$ cat config.mk
export PLATFORM = sky130hd
export DESIGN_NAME = bictr_seq_ctrl
export DESIGN_NICKNAME = d
export VERILOG_FILES = /design/src/rtl/bictr_pkg.sv /design/src/rtl/bictr_seq_ctrl_pass_counter.sv /design/src/rtl/bictr_seq_ctrl.sv
export SDC_FILE = /design/constraint.sdc
export NUM_CORES = 1
export LEC_CHECK = 0
export ABC_AREA = 0
export CORE_MARGIN = 2
export CORE_UTILIZATION = 41
export CTS_BUF_LIST = sky130_fd_sc_hd__clkbuf_4 sky130_fd_sc_hd__clkbuf_8 sky130_fd_sc_hd__clkbuf_16
export DETAILED_ROUTE_END_ITERATION = 6
export PLACE_DENSITY_LB_ADDON = 0.05
export SETUP_SLACK_MARGIN = 0.5
export SLEW_MARGIN = 20
export SYNTH_ARGS = -nofsm -noshare
export SYNTH_HDL_FRONTEND = slang
export SYNTH_HIERARCHICAL = 1
export SYNTH_SLANG_ARGS = --single-unit
$ cat constraint.sdc
create_clock -name clk -period 2.01 [get_ports clk]
set_input_delay 0.402 -clock clk [delete_from_list [all_inputs] [get_ports clk]]
set_output_delay 0.402 -clock clk [all_outputs]
set_load 0.02 [all_outputs]
$ cat src/rtl/bictr_pkg.sv
// rtl/bictr_pkg.sv - shared types and defaults for the bictr sequencer
package bictr_pkg;

    localparam int DEF_WIDTH  = 8;
    localparam int DEF_PASS_W = 4;

    typedef enum logic [1:0] {
        ST_IDLE = 2'd0,
        ST_LOAD = 2'd1,
        ST_RUN  = 2'd2,
        ST_DONE = 2'd3
    } state_t;

endpackage

$ cat src/rtl/bictr_seq_ctrl_pass_counter.sv
// rtl/bictr_seq_ctrl_pass_counter.sv - pass counter with captured target and last-pass compare
module bictr_pass_counter
    import bictr_pkg::*;
#(
    parameter int PASS_W = DEF_PASS_W
) (
    input  logic              clk,
    input  logic              reset,
    input  logic              clear,
    input  logic [PASS_W-1:0] target,
    input  logic              inc,
    output logic [PASS_W-1:0] count,
    output logic              last_pass
);

    logic [PASS_W-1:0] tgt_q;
    logic [PASS_W-1:0] cnt_q;

    // A zero pass request still runs one pass.
    always_ff @(posedge clk or posedge reset) begin
        if (reset) begin
            tgt_q <= '0;
            cnt_q <= '0;
        end else if (clear) begin
            tgt_q <= (target == '0) ? PASS_W'(1) : target;
            cnt_q <= '0;
        end else if (inc) begin
            cnt_q <= cnt_q + PASS_W'(1);
        end
    end

    assign count     = cnt_q;
    assign last_pass = ((cnt_q + PASS_W'(1)) == tgt_q);

endmodule

$ cat src/rtl/bictr_seq_ctrl.sv
// rtl/bictr_seq_ctrl.sv - command sequencer driving one up/down counter through multiple passes
module bictr_seq_ctrl
    import bictr_pkg::*;
#(
    parameter int WIDTH  = DEF_WIDTH,
    parameter int PASS_W = DEF_PASS_W
) (
    input  logic              clk,
    input  logic              reset,
    input  logic              start,
    input  logic [WIDTH-1:0]  cmd_data,
    input  logic [WIDTH-1:0]  cmd_count_to,
    input  logic              cmd_up_dn,
    input  logic [PASS_W-1:0] cmd_passes,
    input  logic              cmd_pingpong,
    input  logic              hold,
    input  logic              abort,
    input  logic              tercnt,
    output logic              load,
    output logic              cen,
    output logic              up_dn,
    output logic [WIDTH-1:0]  data,
    output logic [WIDTH-1:0]  count_to,
    output logic              busy,
    output logic              done,
    output logic              aborted,
    output logic [PASS_W-1:0] pass_cnt
);

    state_t state_q;
    state_t state_d;
    logic   capture;
    logic   pass_inc;
    logic   swap;
    logic   abort_hit;
    logic   last_pass;
    logic   pingpong_q;

    bictr_pass_counter #(.PASS_W(PASS_W)) u_pass (
        .clk       (clk),
        .reset     (reset),
        .clear     (capture),
        .target    (cmd_passes),
        .inc       (pass_inc),
        .count     (pass_cnt),
        .last_pass (last_pass)
    );

    always_comb begin
        state_d   = state_q;
        capture   = 1'b0;
        pass_inc  = 1'b0;
        swap      = 1'b0;
        abort_hit = 1'b0;
        case (state_q)
            ST_IDLE: begin
                if (start) begin
                    capture = 1'b1;
                    state_d = ST_LOAD;
                end
            end
            ST_LOAD: state_d = ST_RUN;
            ST_RUN: begin
                if (tercnt && !hold) begin
                    pass_inc = 1'b1;
                    state_d  = last_pass ? ST_DONE : ST_LOAD;
                    swap     = pingpong_q && !last_pass;
                end
            end
            default: state_d = ST_IDLE;
        endcase
        // Abort overrides everything outside IDLE, including a pass ending this cycle.
        if (state_q != ST_IDLE && abort) begin
            state_d   = ST_IDLE;
            pass_inc  = 1'b0;
            swap      = 1'b0;
            abort_hit = 1'b1;
        end
    end

    // Stopping on tercnt keeps the counter from stepping past the target.
    assign cen = (state_q == ST_RUN) && !hold && !tercnt && !abort;

    always_ff @(posedge clk or posedge reset) begin
        if (reset) begin
            state_q    <= ST_IDLE;
            load       <= 1'b1;
            up_dn      <= 1'b1;
            data       <= '0;
            count_to   <= '0;
            busy       <= 1'b0;
            done       <= 1'b0;
            aborted    <= 1'b0;
            pingpong_q <= 1'b0;
        end else begin
            state_q <= state_d;
            load    <= (state_d != ST_LOAD);
            busy    <= (state_d == ST_LOAD) || (state_d == ST_RUN);
            done    <= (state_d == ST_DONE);
            aborted <= abort_hit;
            if (capture) begin
                data       <= cmd_data;
                count_to   <= cmd_count_to;
                up_dn      <= cmd_up_dn;
                pingpong_q <= cmd_pingpong;
            end else if (swap) begin
                data     <= count_to;
                count_to <= data;
                up_dn    <= !up_dn;
            end
        end
    end

endmodule
---- Word-level counts from Yosys, hierarchy flattened ----
Cells that the tools add are included.
cells by class
  add/subtract/negate cells ............... 1
  eq/ne operators ......................... 7
  multiplexer cells ....................... 23
  reduce and logical (&&, ||, !) cells .... 17
operators with widths
  operator                                                                 count
  8-bit 2-to-1 mux                                                         4
  4-bit 2-to-1 mux                                                         3
  1-bit 2-to-1 mux                                                         11
  2-bit 2-to-1 mux                                                         4
  2-bit == test, second input constant                                     3
  1-bit logical AND                                                        6
  2-bit one-hot mux with 3 select lines                                    1
  2-bit nonzero test                                                       3
  1-bit zero test                                                          5
  4-bit by 1-bit adder with 4-bit output, second input constant            1
  2-bit by 1-bit == test with 1-bit output, second input constant          2
  4-bit == test                                                            1
  4-bit zero test                                                          1
  2-bit zero test                                                          1
  2-bit by 1-bit inequality test with 1-bit output, second input constant  1
  1-bit logical OR                                                         1
storage, ports and cells
  register bits ........................... 32
  bits of input ports ..................... 28
  output and inout port bits .............. 26
  logic and storage cells ................. 59

---- Longest topological paths before layout ----
  word-level depth ........................ 9
  gate-level depth with buffers ........... 8
  mapped depth without buffers ............ 8

---- By module ----
The synthesis kept the hierarchy.
modules (own cells, without submodules)
  module              times used  cells each  area an instance (µm²)  sequential area each (µm²)
  bictr_seq_ctrl      1           129         1,219.9                 603.1
  bictr_pass_counter  1           36          404.1                   200.2

---- Worst setup path after synthesis ----
Ideal clock, no wire load.
  kind .................................... reg2reg
  from .................................... reg u_pass.cnt_q[0], in the netlist u_pass/count[0]
  to ...................................... reg data[7]
  setup time .............................. 0.069 ns
  arrival ................................. 2.063 ns
  path slack .............................. -0.122 ns
  stages on the path, launching flop included .. 9
  cell sequence ........................... dfrtp_1 ha_1 xnor2_1 xnor2_1 nor4_2 nand4bb_1 clkbuf_1 or4b_1 nand3_1
on the way
  longest elaborated chain between the ends .. 8
RTL lines
  item                                    RTL line                           text
  start, declared                         bictr_seq_ctrl_pass_counter.sv:17  logic [PASS_W-1:0] cnt_q;
  start signal, assigned                  bictr_seq_ctrl_pass_counter.sv:28  cnt_q <= cnt_q + PASS_W'(1);
  4-bit by 1-bit adder with 4-bit output  bictr_seq_ctrl_pass_counter.sv:33  assign last_pass = ((cnt_q + PASS_W'(1)) == tgt_q);
  4-bit == test                           bictr_seq_ctrl_pass_counter.sv:33
  net last_pass                           bictr_seq_ctrl.sv:36               logic last_pass;
  1-bit zero test                         bictr_seq_ctrl.sv:67               swap = pingpong_q && !last_pass;
  1-bit logical AND                       bictr_seq_ctrl.sv:67
  1-bit 2-to-1 mux                        bictr_seq_ctrl.sv:64               if (tercnt && !hold) begin
  1-bit 2-to-1 mux                        bictr_seq_ctrl.sv:55               case (state_q)
  1-bit 2-to-1 mux                        bictr_seq_ctrl.sv:73               if (state_q != ST_IDLE && abort) begin
  2-bit nonzero test (no line)            n/a
  end signal, assigned                    bictr_seq_ctrl.sv:102              data <= cmd_data;
  end signal, assigned                    bictr_seq_ctrl.sv:107              data <= count_to;
  end, declared                           bictr_seq_ctrl.sv:22               output logic [WIDTH-1:0] data,
The timed path passes the listed nets, and every way through them passes these cells.
A chain may end at the register's enable or synchronous reset.

---- Worst setup path in the final report ----
  from .................................... reg u_pass.cnt_q[0], in the netlist u_pass/count[0]
  to ...................................... reg count_to[1]
on the way
  longest elaborated chain between the ends .. 8
RTL lines
  item                                    RTL line                           text
  4-bit by 1-bit adder with 4-bit output  bictr_seq_ctrl_pass_counter.sv:33
  4-bit == test                           bictr_seq_ctrl_pass_counter.sv:33
  net last_pass                           bictr_seq_ctrl.sv:36
  1-bit zero test                         bictr_seq_ctrl.sv:67
  1-bit logical AND                       bictr_seq_ctrl.sv:67
  1-bit 2-to-1 mux                        bictr_seq_ctrl.sv:64
  1-bit 2-to-1 mux                        bictr_seq_ctrl.sv:55
  1-bit 2-to-1 mux                        bictr_seq_ctrl.sv:73
  2-bit nonzero test (no line)            n/a
  end signal, assigned                    bictr_seq_ctrl.sv:103              count_to <= cmd_count_to;
  end signal, assigned                    bictr_seq_ctrl.sv:108              count_to <= data;
  end, declared                           bictr_seq_ctrl.sv:23               output logic [WIDTH-1:0] count_to,
The timed path passes the listed nets, and every way through them passes these cells.

==> results <==
- The flow ran to the end, but the final reports show violations.
- The checks that failed: negative setup slack.
- Dividing the detail-routed via count by the number of cells gives approximately 5.5.
- Setup repair after global routing could not meet its margin everywhere.
- For this design the ratio of total power to cell area is 815 nW/um^2.
- After the last flow step, the layout net total stands at 288.
- Clock tree synthesis selected as its root buffer the cell sky130_fd_sc_hd__clkbuf_8.
- For this run, the register share of the synthesized area comes to 0.495.
- The via count of the first global-routing pass is 1718.
- After legalization and detailed placement, the total HPWL measured 3.19 mm.
- Along the worst path, the maximum fanout reaches 5.
- The register bit total from synthesis is 32.
- The net switching power is 0.842 mW.
- For this run, the top clock speed supported by timing is 487 MHz.
- Of the total power, combinational logic draws 0.395.
- Leaving out fill and tap cells, the most frequent cell in the layout is sky130_fd_sc_hd__buf_4.
- The routed layout has roughly 1700 vias.
- The floorplan step defined a core boundary enclosing roughly 3700 sq um.
- The number of gates on the worst path with buffers counted is 9.
- The overall routed net length is 5.47 mm.
- Clock-pin slew was measured on the worst setup and hold paths at 0.07 ns.
- The worst min-delay path class is primary input to asynchronous set/reset pin.
- In this run the mean area of a mapped cell was ~10 sq um.
- Of the total power, the clock network draws 0.226.
- Yosys mapped the design onto 35 distinct sky130hd cell types.
- On the final layout, the worst clock skew is 0.00518 ns.
- The startpoint class of the critical path is a register.
- The die covers 4480 sq um.
- The final number of max-transition violations is 0.
- For this run, the number of standard cells in the final layout without fillers is just over 300.
- The commonest register cell after synthesis is sky130_fd_sc_hd__dfrtp_1.
- The total count of hold-check failures in the final report is 0.
- In the post-route analysis, the smallest setup slack over all paths is -0.0439 ns.
- The detailed router finished its first iteration with 139 violations.
- The wire length of the first global-routing pass is 8.48 mm.
- The class of the most critical setup path is register to register.
- The repair_antennas step left the layout with diodes totalling 0.
- The number of enable flip-flop cells after synthesis is 0.
- The critical path starts at u_pass/count[0]$_DFFE_PP0P_.
- The critical path goes through ha_4, xor2_1, nor4_2, buf_4, buf_4, nor2b_4, buf_12, a41oi_2, a21oi_2.
- The count of boundary I/O pins is 54.
- The initial antenna violation count is 0.
- The number of DRC violations after detailed routing is 0.
- The total routing resource utilization after global routing is 0.257.
- The worst pin sits at a relative slew slack of 0.786.
- Of all flip-flops after synthesis, the portion carrying an async set or reset was 1.00.
- The depth of the most critical reg-to-reg path is 9.
- The kind of end point of the critical path is a register.
- The number of antenna-violating nets in the routed design is 0.
- Of the available clock period, the critical path in the final layout requires 1.02.
- The data arrival time of the critical path is 2.22 ns.
- Summing all multi-input logic gate instances after layout gives 1050 sq um.
- In this run the horizontal extent of the chip is 66.9 um.
- The final total power is 2.38 mW.
- Of the total power, registers draw 0.380.
- The cell that appears most often on the critical path is sky130_fd_sc_hd__buf_4.
- Routability-driven placement finished with a final weighted congestion of 0.779.
- The Yosys step of the flow raised 6 warnings.
- The clock tree from TritonCTS is yes.
- The post-placement setup slack is -0.330 ns.
- The final setup violation count is 8.
- The worst-path cell with the longest stage delay is sky130_fd_sc_hd__dfrtp_2.
- Leaving out fill and tap cells, the most frequent cells in the layout are sky130_fd_sc_hd__buf_4 (28), sky130_fd_sc_hd__dfrtp_1 (27), sky130_fd_sc_hd__clkdlybuf4s50_1 (23).
- Compared with the post-synthesis result, the final layout area differs by 79.9%.
- The design internal power is roughly 1.5 mW.
- The first-pass iteration count of the detailed router is 4.
- On the final layout, the worst hold slack is between 0.3 and 0.4 ns.
- The net switching fraction of the power is 0.353.
- Together, buffers and inverters on the worst path number 3.
- In this run the vertical extent of the chip is 66.9 um.
- CTS built an H-tree with a depth of 2.
- The number of rows in the core area is 22.
- The endpoint required time on the critical path is 2.18 ns.
- The actual slew at the worst max-slew pin is 0.318 ns.
- The max-cap check violation count is 0.
- The cell count after synthesis is 165.
- The clock network latency to the later pin of the worst-skew pair is 0.28 ns.
- The worst stage delay on the critical path is about 0.43 ns.
- The CTS sink count is 32.
- Summed over all cells, the static leakage comes to roughly 1.2 nW.
- The number of buffers inserted during clock tree synthesis is 5.
- The synthesized netlist occupies a cell area of 1620 sq um.
- Entering global routing, the biggest net connects 25 pins.
- The number of placed cells counting well taps is 282.
- The smallest clock period supported by the final layout is computed as 2.05 ns.
- The final design area excluding fillers is between 2000 and 3000 sq um.
- The critical path's top delay family is buffers and inverters.
- When the netlist entered floorplanning its net count stood at roughly 200.
- IR analysis of the VDD net gives a maximum drop of 0.559 mV.
- The worst register-to-register path begins at u_pass/count[0]$_DFFE_PP0P_.
- The share of final-layout standard cells stronger than drive strength 1 is 0.457.
- In this run the deepest clock path goes through 2 buffers.
- The initial utilization of the core area, before any placement, comes to 0.434.
- The count of input and output buffers is 53.
- Summed over all layers, the global routing overflow is 0.
- After detailed placement, the total cell area comes to between 2000 and 2500 sq um.
- The post-detailed-route wirelength per cell is 17.9 um.
- Counting the fill cells in the layout gives 263.
- Registers take between 800 and 900 sq um.
## repair_timing
| action | 4_1_cts | 5_1_grt |
|---|---|---|
| pin swaps | 23 | 12 |
| gates resized for setup | 113 | 17 |
| cloned | 2 | 0 |
| setup buffers | 4 | 10 |
| hold buffers | 0 | 0 |
| endpoints found under the setup margin | 57 | 33 |
| hold endpoints to repair | 0 | 0 |
## layer usage
layer  track usage  up-vias  wire length (um)
met5             0        -                 0
met4        0.0689        0                49
met3        0.0524        4               305
met2         0.468       56              2920
met1         0.306      850              2200
li1              -      786                 -
## sequential cells by signal, summed over array words and instances, names as in the netlist
name / flops
load: 1
state_q: 2
up_dn: 1
pingpong_q: 1
aborted: 1
data: 8
count_to: 8
u_pass/tgt_q: 4
u_pass/count: 4
done: 1
busy: 1
## worst register-to-register path, cell delays in order, from the launching register on
cell and delay, ns:
sky130_fd_sc_hd__dfrtp_2 0.43, sky130_fd_sc_hd__ha_4 0.25, sky130_fd_sc_hd__xor2_1 0.14, sky130_fd_sc_hd__nor4_2 0.34, sky130_fd_sc_hd__buf_4 0.18, sky130_fd_sc_hd__buf_4 0.13, sky130_fd_sc_hd__nor2b_4 0.05, sky130_fd_sc_hd__buf_12 0.13
sky130_fd_sc_hd__a41oi_2 0.20, sky130_fd_sc_hd__a21oi_2 0.08
## final timing paths
check | end | slack (ns)
min in group clk | state_q[1]$_DFF_PP0_ | 0.46
max in group asynchronous | up_dn$_DFFE_PP1P_ | 1.22
max | count_to[1]$_DFFE_PP0P_ | -0.04
min reg2reg | up_dn$_DFFE_PP1P_ | 0.53
min | u_pass/count[0]$_DFFE_PP0P_ | 0.40
max reg2reg | count_to[1]$_DFFE_PP0P_ | -0.04
## power by group through the flow
stage / Sequential, mW / Combinational, mW / Clock [mW]
final: 0.905 / 0.940 / 0.537
after floorplan: 0.986 / 0.289 / 0
after detailed placement: 0.881 / 0.763 / 0
after global routing: 0.916 / 1.00 / 0.573
after CTS: 0.895 / 0.848 / 0.544
after global placement: 0.870 / 0.750 / 0
## Yosys cell counts, drive strengths merged (2+ instances only)
cell | number | share of area
ha | 3 | 0.023
dfrtp | 30 | 0.46
buf | 4 | 0.012
nand3 | 2 | 0.0062
a21oi | 17 | 0.052
nor2 | 22 | 0.051
mux2 | 3 | 0.021
dfstp | 2 | 0.032
a41oi | 14 | 0.076
and2 | 2 | 0.0077
inv | 9 | 0.021
o21ai | 16 | 0.049
xor2 | 4 | 0.022
nand2 | 5 | 0.012
mux2i | 2 | 0.012
xnor2 | 5 | 0.027
clkbuf | 7 | 0.016
or3b | 2 | 0.011
## area by class of cell
| cell class | count | area share |
|---|---|---|
| sequential | 32 | 0.276 |
| multi-input combinational | 114 | 0.359 |
| timing repair buffer | 95 | 0.297 |
| inverter | 9 | 0.0133 |
| clock buffer | 8 | 0.0334 |
| tap | 48 | 0.0206 |
## cells by family (layout without fill, tap and decap cells)
kind of cell / Yosys count / in the layout / share of synthesized area
and+or+nand+nor: 43 / 44 / 0.146
xor gates and xnor gates: 9 / 9 / 0.0485
AOI/OAI and AO/OA: 53 / 53 / 0.206
DFF: 32 / 32 / 0.495
buffers and inverters: 20 / 112 / 0.0493
muxes: 5 / 5 / 0.0331
adders and majority gates: 3 / 3 / 0.0231
## through the flow
| step | utilization | setup TNS, ns |
|---|---|---|
| global placement | 0.643 | -4.49 |
| global route | 0.780 | -0.658 |
| detailed placement | 0.643 | -5.38 |
| finish | 0.780 | -0.208 |
| floorplan | - | 0 |
| CTS | 0.747 | -0.101 |
(Power assumes the default switching activity.)
